$ cat src/rtl/memory_router_pkg.sv
// Shared router types and default address map for memory_router.
// Optional feature macro used by the top: MEMORY_ROUTER_TIMEOUT_EN.
package configure;

   typedef enum logic [1:0] {
      ST_IDLE  = 2'd0,
      ST_BUSY  = 2'd1,
      ST_ERROR = 2'd2
   } router_state_e;

   localparam int DEFAULT_NUM_SLAVES = 4;

   // Slave 0 occupies the least significant 32-bit lane.
   localparam logic [127:0] DEFAULT_SLAVE_BASE = {
      32'h2000_0000, 32'h1000_0000, 32'h0200_0000, 32'h0000_0000
   };
   localparam logic [127:0] DEFAULT_SLAVE_TOP = {
      32'h2001_0000, 32'h1000_1000, 32'h0200_C000, 32'h0010_0000
   };

   function automatic int idx_width(input int n);
      return (n > 1) ? $clog2(n) : 1;
   endfunction

   // Wait counter is kept between 8 and 16 bits wide.
   function automatic int cnt_width(input int t);
      int w;
      w = $clog2(t + 1);
      if (w < 8) begin
         w = 8;
      end else if (w > 16) begin
         w = 16;
      end else begin
         w = w;
      end
      return w;
   endfunction

endpackage

$ cat src/rtl/memory_router_decode.sv
// Address window decoder: per-slave hit vector, lowest-index priority pick, hit flag.
module memory_router_decode
   import configure::*;
#(
   parameter int                         NUM_SLAVES = DEFAULT_NUM_SLAVES,
   parameter logic [NUM_SLAVES*32-1:0]   SLAVE_BASE = DEFAULT_SLAVE_BASE,
   parameter logic [NUM_SLAVES*32-1:0]   SLAVE_TOP  = DEFAULT_SLAVE_TOP,
   parameter int                         IW         = idx_width(NUM_SLAVES)
) (
   input  logic [31:0]           addr,
   output logic [NUM_SLAVES-1:0] hit_vec,
   output logic [IW-1:0]         idx,
   output logic                  hit
);

   // Window compare: base inclusive, top exclusive.
   always_comb begin
      hit_vec = '0;
      for (int i = 0; i < NUM_SLAVES; i++) begin
         if ((addr >= SLAVE_BASE[i*32 +: 32]) && (addr < SLAVE_TOP[i*32 +: 32])) begin
            hit_vec[i] = 1'b1;
         end else begin
            hit_vec[i] = 1'b0;
         end
      end
   end

   // Scan high to low so the lowest matching index is the one left standing.
   always_comb begin
      idx = '0;
      for (int i = NUM_SLAVES - 1; i >= 0; i--) begin
         if (hit_vec[i]) begin
            idx = IW'(i);
         end else begin
            idx = idx;
         end
      end
   end

   assign hit = |hit_vec;

endmodule

$ cat src/rtl/memory_router.sv
// Single-outstanding address router from one arbiter port to NUM_SLAVES slaves.
// Define MEMORY_ROUTER_TIMEOUT_EN to enable the BUSY wait-counter timeout.
module memory_router
   import configure::*;
#(
   parameter int                         NUM_SLAVES = DEFAULT_NUM_SLAVES,
   parameter logic [NUM_SLAVES*32-1:0]   SLAVE_BASE = DEFAULT_SLAVE_BASE,
   parameter logic [NUM_SLAVES*32-1:0]   SLAVE_TOP  = DEFAULT_SLAVE_TOP,
   parameter int                         TIMEOUT    = 255
) (
   input  logic                       reset,
   input  logic                       clock,
   input  logic                       memory_valid,
   input  logic                       memory_instr,
   input  logic [31:0]                memory_addr,
   input  logic [31:0]                memory_wdata,
   input  logic [3:0]                 memory_wstrb,
   output logic [31:0]                memory_rdata,
   output logic                       memory_ready,
   output logic                       memory_error,
   output logic [NUM_SLAVES-1:0]      slave_valid,
   output logic                       slave_instr,
   output logic [31:0]                slave_addr,
   output logic [31:0]                slave_wdata,
   output logic [3:0]                 slave_wstrb,
   input  logic [NUM_SLAVES*32-1:0]   slave_rdata,
   input  logic [NUM_SLAVES-1:0]      slave_ready
);

   localparam int IW = idx_width(NUM_SLAVES);

   router_state_e          state_q, state_d;
   logic [IW-1:0]          idx_q, idx_d;
   logic [NUM_SLAVES-1:0]  dec_hit_vec_s;
   logic [IW-1:0]          dec_idx_s;
   logic                   dec_hit_s;
   logic [NUM_SLAVES-1:0]  slave_valid_s;
   logic                   ready_s;
   logic                   error_s;
   logic [31:0]            rdata_s;

`ifdef MEMORY_ROUTER_TIMEOUT_EN
   localparam int CW = cnt_width(TIMEOUT);
   logic [CW-1:0]          cnt_q, cnt_d;
`endif

   memory_router_decode #(
      .NUM_SLAVES (NUM_SLAVES),
      .SLAVE_BASE (SLAVE_BASE),
      .SLAVE_TOP  (SLAVE_TOP),
      .IW         (IW)
   ) u_decode (
      .addr    (memory_addr),
      .hit_vec (dec_hit_vec_s),
      .idx     (dec_idx_s),
      .hit     (dec_hit_s)
   );

   // Next-state and response logic; responses are forwarded in the slave's own cycle.
   always_comb begin
      state_d       = state_q;
      idx_d         = idx_q;
      slave_valid_s = '0;
      ready_s       = 1'b0;
      error_s       = 1'b0;
      rdata_s       = 32'h0000_0000;
`ifdef MEMORY_ROUTER_TIMEOUT_EN
      cnt_d         = cnt_q;
`endif
      case (state_q)
         ST_IDLE: begin
            if (memory_valid) begin
               if (dec_hit_s && dec_hit_vec_s[dec_idx_s]) begin
                  slave_valid_s[dec_idx_s] = 1'b1;
                  if (slave_ready[dec_idx_s]) begin
                     ready_s = 1'b1;
                     rdata_s = slave_rdata[dec_idx_s*32 +: 32];
                  end else begin
                     state_d = ST_BUSY;
                     idx_d   = dec_idx_s;
`ifdef MEMORY_ROUTER_TIMEOUT_EN
                     cnt_d   = '0;
`endif
                  end
               end else begin
                  state_d = ST_ERROR;
               end
            end else begin
               state_d = ST_IDLE;
            end
         end
         ST_BUSY: begin
            if (slave_ready[idx_q]) begin
               ready_s = 1'b1;
               rdata_s = slave_rdata[idx_q*32 +: 32];
               state_d = ST_IDLE;
            end else begin
`ifdef MEMORY_ROUTER_TIMEOUT_EN
               // cnt_q holds completed silent BUSY cycles; this is the TIMEOUT-th.
               if (cnt_q >= CW'(TIMEOUT - 1)) begin
                  ready_s = 1'b1;
                  error_s = 1'b1;
                  state_d = ST_IDLE;
               end else begin
                  cnt_d = cnt_q + CW'(1);
               end
`else
               state_d = ST_BUSY;
`endif
            end
         end
         ST_ERROR: begin
            ready_s = 1'b1;
            error_s = 1'b1;
            state_d = ST_IDLE;
         end
         default: begin
            state_d = ST_IDLE;
         end
      endcase
      if (!reset) begin
         slave_valid_s = '0;
         ready_s       = 1'b0;
         error_s       = 1'b0;
         rdata_s       = 32'h0000_0000;
         state_d       = ST_IDLE;
      end else begin
         state_d       = state_d;
      end
   end

   // Router state, latched slave index and optional wait counter.
   always_ff @(posedge clock) begin
      if (!reset) begin
         state_q <= ST_IDLE;
         idx_q   <= '0;
`ifdef MEMORY_ROUTER_TIMEOUT_EN
         cnt_q   <= '0;
`endif
      end else begin
         state_q <= state_d;
         idx_q   <= idx_d;
`ifdef MEMORY_ROUTER_TIMEOUT_EN
         cnt_q   <= cnt_d;
`endif
      end
   end

   assign slave_valid  = slave_valid_s;
   assign memory_ready = ready_s;
   assign memory_error = error_s;
   assign memory_rdata = rdata_s;
   assign slave_instr  = memory_instr;
   assign slave_wdata  = memory_wdata;
   assign slave_wstrb  = memory_wstrb;
   assign slave_addr   = dec_hit_s ? (memory_addr - SLAVE_BASE[dec_idx_s*32 +: 32]) : memory_addr;

endmodule

$ cat config.mk
export PLATFORM = sky130hd
export DESIGN_NAME = memory_router
export DESIGN_NICKNAME = d
export VERILOG_FILES = /design/src/rtl/memory_router_pkg.sv /design/src/rtl/memory_router_decode.sv /design/src/rtl/memory_router.sv
export SDC_FILE = /design/constraint.sdc
export NUM_CORES = 1
export LEC_CHECK = 0
export BUFFER_PORTS_ARGS = -buffer_cell sky130_fd_sc_hd__buf_2
export CORE_AREA = 8 8 113 115
export CTS_CLUSTER_DIAMETER = 200
export DETAILED_ROUTE_END_ITERATION = 8
export DIE_AREA = 0 0 121 123
export GPL_TIMING_DRIVEN = 1
export PLACE_DENSITY = 0.68
export SETUP_SLACK_MARGIN = 0.05
export SKIP_LAST_GASP = 1
export SYNTH_ARGS = -nofsm -noshare
export SYNTH_HDL_FRONTEND = slang
export SYNTH_SLANG_ARGS = --single-unit
$ cat constraint.sdc
create_clock -name clock -period 3.1 [get_ports clock]
set_input_delay 0.62 -clock clock [delete_from_list [all_inputs] [get_ports clock]]
set_output_delay 0.62 -clock clock [all_outputs]
set_load 0.02 [all_outputs]
**After elaboration in Yosys (flattened, before gate mapping)**

Cells that the tools add are included.

- Bits in registers: 4
- Output and inout port bits: 107
- Word-level logic and storage cells: 70
- Bits of input ports: 204

- Reduce and logical (&&, ||, !) cells: 9
- $add $sub $neg: 1
- Bitwise logic cells: 1
- Shift operators: 3
- Mux-type cells: 40
- $lt $le $gt $ge: 11
- Eq/ne operators: 3

Operator list:

| cell | count |
|---|---|
| indexed part select 128 x 8 -> 32 bit | 2 |
| two-way mux 32 bit | 6 |
| indexed part select 128 x 8 -> 32 bit, first input constant | 1 |
| case mux 32 bit (2 select lines) | 1 |
| greater-or-equal comparator 32 x 1 -> 1 bit, second input constant | 1 |
| greater-or-equal comparator 32 x 26 -> 1 bit, second input constant | 1 |
| greater-or-equal comparator 32 x 29 -> 1 bit, second input constant | 1 |
| greater-or-equal comparator 32 x 30 -> 1 bit, second input constant | 1 |
| < comparator 32 x 21 -> 1 bit, second input constant | 1 |
| < comparator 32 x 26 -> 1 bit, second input constant | 1 |
| < comparator 32 x 29 -> 1 bit, second input constant | 1 |
| < comparator 32 x 30 -> 1 bit, second input constant | 1 |
| subtractor 32 bit | 1 |
| two-way mux 1 bit | 16 |
| two-way mux 4 bit | 4 |
| two-way mux 2 bit | 7 |
| binary-select mux 1 bit (select 2 bit) | 3 |
| logical AND 1 bit | 6 |
| < comparator 2 x 3 -> 1 bit, second input constant | 2 |
| != test 4 bit, second input constant | 1 |
| case mux 2 bit (2 select lines) | 1 |
| AND reduction 4 bit | 1 |
| OR reduction 4 bit | 1 |
| case mux 1 bit (3 select lines) | 1 |
| 6 further kinds | 6 |

**Logic depth before layout (Yosys ltp)**

- Depth after elaboration: 15
- Mapped depth: 9

**By module**

Synthesis repeated with hierarchy kept, for this count alone.

- Cell total of the unflattened synthesis: 330
- Area total of the unflattened synthesis: 3328.2 µm²

By module, submodules not included:

| module | cells each | times used | area an instance (µm²) | seq. area each (µm²) |
|---|---|---|---|---|
| memory_router | 307 | 1 | 3181.8 | 80.1 |
| memory_router_decode | 23 | 1 | 146.4 | 0.0 |

**Worst setup path before layout**

No wires, ideal clock.

- Kind: input port to output port
- From: in memory_addr[31]
- To: out slave_addr[29]
- Path buffers: 0
- Stages: 9
- Data arrival time: 2603 ps
- Setup slack: -123 ps
- Cells stage by stage: nor4_4 > and3_1 > nand3_1 > ha_1 > nor4_1 > nor2b_1 > o21ai_0 > nand2_1 > a21oi_1

- Longest elaborated chain between the ends: 10
- Elaborated cells on any way between the ends: 24
- Those cells by class: add/sub (1); order compare (8); shift (1); mux (9); reduce/logical (5)

Ends and longest elaborated chain:

| what | line | source |
|---|---|---|
| start: declaration | memory_router.sv:15 | `input logic [31:0] memory_addr,` |
| greater-or-equal comparator 32 x 30 -> 1 bit / < comparator 32 x 30 -> 1 bit (equally long branches) | memory_router_decode.sv:20 | `if ((addr >= SLAVE_BASE[i*32 +: 32]) && (addr < SLAVE_TOP[i*32 +: 32])) begin` |
| logical AND 1 bit | memory_router_decode.sv:20 |  |
| two-way mux 1 bit | memory_router_decode.sv:20 |  |
| two-way mux 2 bit (4 in a row) | memory_router_decode.sv:32 | `if (hit_vec[i]) begin` |
| indexed part select 128 x 8 -> 32 bit | memory_router.sv:156 | `assign slave_addr = dec_hit_s ? (memory_addr - SLAVE_BASE[dec_idx_s*32 +: 32]) : memory_addr;` |
| subtractor 32 bit | memory_router.sv:156 |  |
| two-way mux 32 bit (*) | memory_router.sv:156 |  |
| end: declaration | memory_router.sv:23 | `output logic [31:0] slave_addr,` |

Every way passes the cells marked *; elsewhere a longest branch is shown, timed or not.

**Worst setup path in the final report**

- From: in memory_addr[30]
- To: out memory_rdata[16]

- Longest elaborated chain between the ends: 14
- Elaborated cells on any way between the ends: 32
- Those cells by class: order compare (8); shift (1); mux (17); reduce/logical (6)

Ends and longest elaborated chain:

| what | line | source |
|---|---|---|
| parallel branches: the longest is 10 deep, another holds greater-or-equal comparator 32 x 30 -> 1 bit | -- |  |
| two-way mux 32 bit (*) | memory_router.sv:73 | `if (dec_hit_s && dec_hit_vec_s[dec_idx_s]) begin` |
| two-way mux 32 bit (*) | memory_router.sv:72 | `if (memory_valid) begin` |
| case mux 32 bit (2 select lines) (*) | memory_router.sv:70 | `case (state_q)` |
| two-way mux 32 bit (*) | memory_router.sv:121 | `if (!reset) begin` |
| end: declaration | memory_router.sv:18 | `output logic [31:0] memory_rdata,` |

Every way passes the cells marked *. The select of a mux whose other input is x is not followed.

==> metrics.log <==
[metrics] Avg Vias per Cell: 5.561
[metrics] register area share after synthesis: 2.604%
[metrics] GP Congestion: 0.8911
[metrics] Max Cap Viol: 0
[metrics] Buffers on Ports: 212
[metrics] critical path endpoint category: primary output
[metrics] post-placement cell count: 676
[metrics] cell internal pwr: 0.0003993 W
[metrics] area occupied by multi-input gates: 0.002924 mm^2
[metrics] initial cell density of the core: 27.76%
[metrics] number of primary I/O pins: 311
[metrics] number of clock sinks seen by CTS: 4
[metrics] register bit count reported by yosys: 4
[metrics] vias in the first global route: 4,115
[metrics] data arrival at the endpoint of the critical path: 2.65 ns
[metrics] setup TNS after final layout: -4.048 ns
[metrics] share of total power in sequential cells: 9.0%
[metrics] routed wire length per instance: 21.62 um
[metrics] post-synth net total: 580
[metrics] Clock Pin Slew Worst Setup and Hold Paths: 0.03 ns
[metrics] antenna violations before repair: 3
[metrics] Post-synth top flop: sky130_fd_sc_hd__dfxtp_1
[metrics] number of nets with antenna violations after routing: 0
[metrics] CTS Root Cell: sky130_fd_sc_hd__clkbuf_16
[metrics] router iterations before antenna repair: 4
[metrics] Pins Over Slew Limit: 0
[metrics] total congestion overflow: 0
[metrics] number of flops mapped to enable cells by yosys: 0
[metrics] floorplan die area: 0.01488 mm^2
[metrics] Final setup viols: 35
[metrics] switching pwr: 0.0001957 W
[metrics] post-layout net count: 771
[metrics] power per unit of standard cell area: 112.5 mW/mm^2
[metrics] H-Tree Depth: 1
[metrics] proportion of power drawn by combinational gates: 56.0%
[metrics] total routed wirelength: 15,260 um
[metrics] final standard cell count with taps included and fillers excluded: 706
[metrics] final worst-path setup slack: -0.1661 ns
[metrics] layout cell share with drive strength beyond 1: 75.62%
[metrics] ys async rst share: 0%
[metrics] Core Box Area: 0.01108 mm^2
[metrics] HPWL after detailed placement: 10,750 um
[metrics] Syn Std Cell Area: 0.003075 mm^2
[metrics] number of warnings printed during yosys synthesis: 0
[metrics] Storage cell area: 82.58 um^2
[metrics] Die Y: 123 um
[metrics] Bufs on Longest Clock Path: 2
[metrics] area delta synth->final: 72.05%
[metrics] drt first-iter violations: 220
[metrics] Area contributors post-synth: sky130_fd_sc_hd__mux4_2 24%, sky130_fd_sc_hd__mux2_2 12%, sky130_fd_sc_hd__buf_4 10%
[metrics] TritonCTS clock tree: done
[metrics] Yosys top cell by area: sky130_fd_sc_hd__mux4_2
[metrics] transition at the pin with the smallest max-transition slack: 0.5414 ns
[metrics] final hold vios: 0
[metrics] clock network fraction of total power: 35.0%
[metrics] Tot GR Track Use: 17.84%
[metrics] number of core rows: 39
[metrics] maximum clock frequency: 306.2 MHz
[metrics] global-route wire length before repair: 21,650 um
[metrics] required arrival time at the worst endpoint: 2.48 ns
[metrics] failing checks: setup timing
[metrics] largest driver fanout on the critical path: 6
[metrics] Tightest Hold Check Type: reg -> reg
[metrics] via count: 3,926
[metrics] count of mapped cells out of synthesis: 373
[metrics] count of different cell masters after synthesis: 52
[metrics] Fillers: 1,010
[metrics] clock latency reported for the late side of the worst-skew pair: 0.23 ns
[metrics] worst voltage drop across the vdd grid: 0.1436 mV
[metrics] width of the die: 121 um
[metrics] pin count of the biggest net entering global routing: 33
[metrics] sort of element at the start of the critical path: input pin
[metrics] DRC Markers: 0
[metrics] post-layout min period: 3.266 ns
[metrics] number of clock buffers inserted by TritonCTS: 3
[metrics] worst clock skew on the final layout: 0.002618 ns
[metrics] crit path kind: in -> out
[metrics] leakage power: 2.258 nW
[metrics] final cycle utilization of the critical path: 105.4%
[metrics] unrepaired setup endpoints after global routing: true
[metrics] status: finished with violations
[metrics] Worst slew margin: 63.90%
[metrics] Avg Inst Size Synth: 8.245 um^2
[metrics] switch share: 32.89%
[metrics] fraction of post-synthesis cell area in the top cell type by area: 24.17%
metal layers:
| layer | vias to the layer above | share of wire [%] | GRT usage [%] |
|---|---|---|---|
| li1 | 1758 | - | - |
| met1 | 1877 | 37 | 19.54 |
| met2 | 229 | 50 | 32.12 |
| met3 | 58 | 9.7 | 5.342 |
| met4 | 4 | 3.5 | 6.245 |
| met5 | - | 0.16 | 0 |
cells in the final DEF, fill, tap and decap left out, types with 5 or more instances in the layout:
cell type                   netlist  layout
sky130_fd_sc_hd__o21ai_2          0      14
sky130_fd_sc_hd__o21ai_4          0      16
sky130_fd_sc_hd__a22o_1          32      32
sky130_fd_sc_hd__nand2_1         41      39
sky130_fd_sc_hd__buf_6            4      34
sky130_fd_sc_hd__clkbuf_16        0       5
sky130_fd_sc_hd__a21oi_1         36      20
sky130_fd_sc_hd__mux4_2          33      33
sky130_fd_sc_hd__nor2_1          13      12
sky130_fd_sc_hd__buf_12           0       8
sky130_fd_sc_hd__buf_2            2     166
sky130_fd_sc_hd__mux2_2          32      29
sky130_fd_sc_hd__a21oi_2          0      14
sky130_fd_sc_hd__buf_4           42      61
final timing paths:
| kind | cells after the start | endpoint | slack, ns | startpoint |
|---|---|---|---|---|
| min | 2 | state_q[0] | 0.52 | state_q[0] |
| min reg2reg | 2 | state_q[0] | 0.52 | state_q[0] |
| max reg2reg | 4 | idx_q[0] | 1.60 | state_q[1] |
| max | 12 | memory_rdata[16] | -0.17 | memory_addr[30] |
cells by family (layout without fill, tap and decap cells):
family                     Yosys count  in the layout  synth area share (%)
AOI/OAI and AO/OA                  118            118                 25.67
buffers and inverters               96            285                 18.23
and+or+nand+nor                     86             86                 16.11
muxes                               65             65                 35.88
DFF                                  4              4                 2.604
adders and majority gates            3              3                 1.221
xor gates and xnor gates             1              1                0.2848
other                                0              1                     0
synth_stat cells (2+ instances only):
library cell	instances
sky130_fd_sc_hd__a21o_1	3
sky130_fd_sc_hd__nand3_1	3
sky130_fd_sc_hd__a22o_1	32
sky130_fd_sc_hd__nor2_1	13
sky130_fd_sc_hd__buf_1	2
sky130_fd_sc_hd__buf_4	42
sky130_fd_sc_hd__o21ai_1	10
sky130_fd_sc_hd__mux4_2	33
sky130_fd_sc_hd__nand2b_1	2
sky130_fd_sc_hd__buf_2	2
sky130_fd_sc_hd__nor4b_1	2
sky130_fd_sc_hd__or4_1	2
sky130_fd_sc_hd__and3_1	2
sky130_fd_sc_hd__nand2_1	41
sky130_fd_sc_hd__nor3b_1	3
sky130_fd_sc_hd__buf_6	4
sky130_fd_sc_hd__mux2_2	32
sky130_fd_sc_hd__clkbuf_1	40
sky130_fd_sc_hd__nor2b_1	3
sky130_fd_sc_hd__o21ai_0	24
sky130_fd_sc_hd__a21oi_1	36
sky130_fd_sc_hd__nor4_4	3
sky130_fd_sc_hd__dfxtp_1	4
sky130_fd_sc_hd__inv_1	5
sky130_fd_sc_hd__ha_1	3
stage by stage:
step                      cell area, um^2  util (%)  worst slack, ns  total power (W)  hold slack (ns)
final                                5291     47.77          -0.1661        0.0005950           0.5192
after global routing                 5291     47.77          -0.2209        0.0006226           0.5410
after CTS                            4828     43.59          -0.1370        0.0005691           0.5123
after detailed placement             4143     37.40          -0.3042        0.0003326           0.5078
after global placement               4143     37.40          -0.2151        0.0003199           0.5029
after floorplan                      3085         -         -0.01404        0.0002568           0.4772
sequential cells by signal, summed over array words and instances, names as in the netlist:
register,count
idx_q,2
state_q,2
critical path, stage by stage:
cell	delay [ns]
sky130_fd_sc_hd__buf_8	0.11
sky130_fd_sc_hd__nor4_4	0.33
sky130_fd_sc_hd__and3_4	0.27
sky130_fd_sc_hd__buf_4	0.11
sky130_fd_sc_hd__a21oi_1	0.05
sky130_fd_sc_hd__o211ai_1	0.22
sky130_fd_sc_hd__buf_4	0.17
sky130_fd_sc_hd__nand4bb_4	0.12
sky130_fd_sc_hd__buf_12	0.17
sky130_fd_sc_hd__buf_12	0.15
sky130_fd_sc_hd__o21ai_1	0.15
sky130_fd_sc_hd__buf_4	0.16
timing repair:
| action | 4_1_cts | 5_1_grt |
|---|---|---|
| buffers inserted | 16 | 8 |
| endpoints found under the hold margin | 0 | 0 |
| resized for setup | 86 | 117 |
| pin swaps | 26 | 29 |
| hold buffers | 0 | 0 |
| gates cloned | 4 | 2 |
| endpoints found under the setup margin | 39 | 40 |
power by group through the flow:
| stage | clock network (W) | logic (W) | registers [W] |
|---|---|---|---|
| floorplan | 0 | 0.000203 | 0.0000537 |
| global placement | 0 | 0.000266 | 0.0000539 |
| detailed placement | 0 | 0.000279 | 0.0000539 |
| CTS | 0.000209 | 0.000307 | 0.0000532 |
| global route | 0.000212 | 0.000357 | 0.0000533 |
| finish | 0.000208 | 0.000333 | 0.0000533 |
layout make-up:
cell class / instances / share of cell area, %
inverter: 5 / 0.3547
antenna: 1 / 0.04729
clock buffer: 3 / 1.419
multi-input combinational: 273 / 55.26
tap: 143 / 3.381
timing repair buffer: 277 / 37.98
sequential: 4 / 1.561
Note: power is estimated with default switching activity, not from simulation.
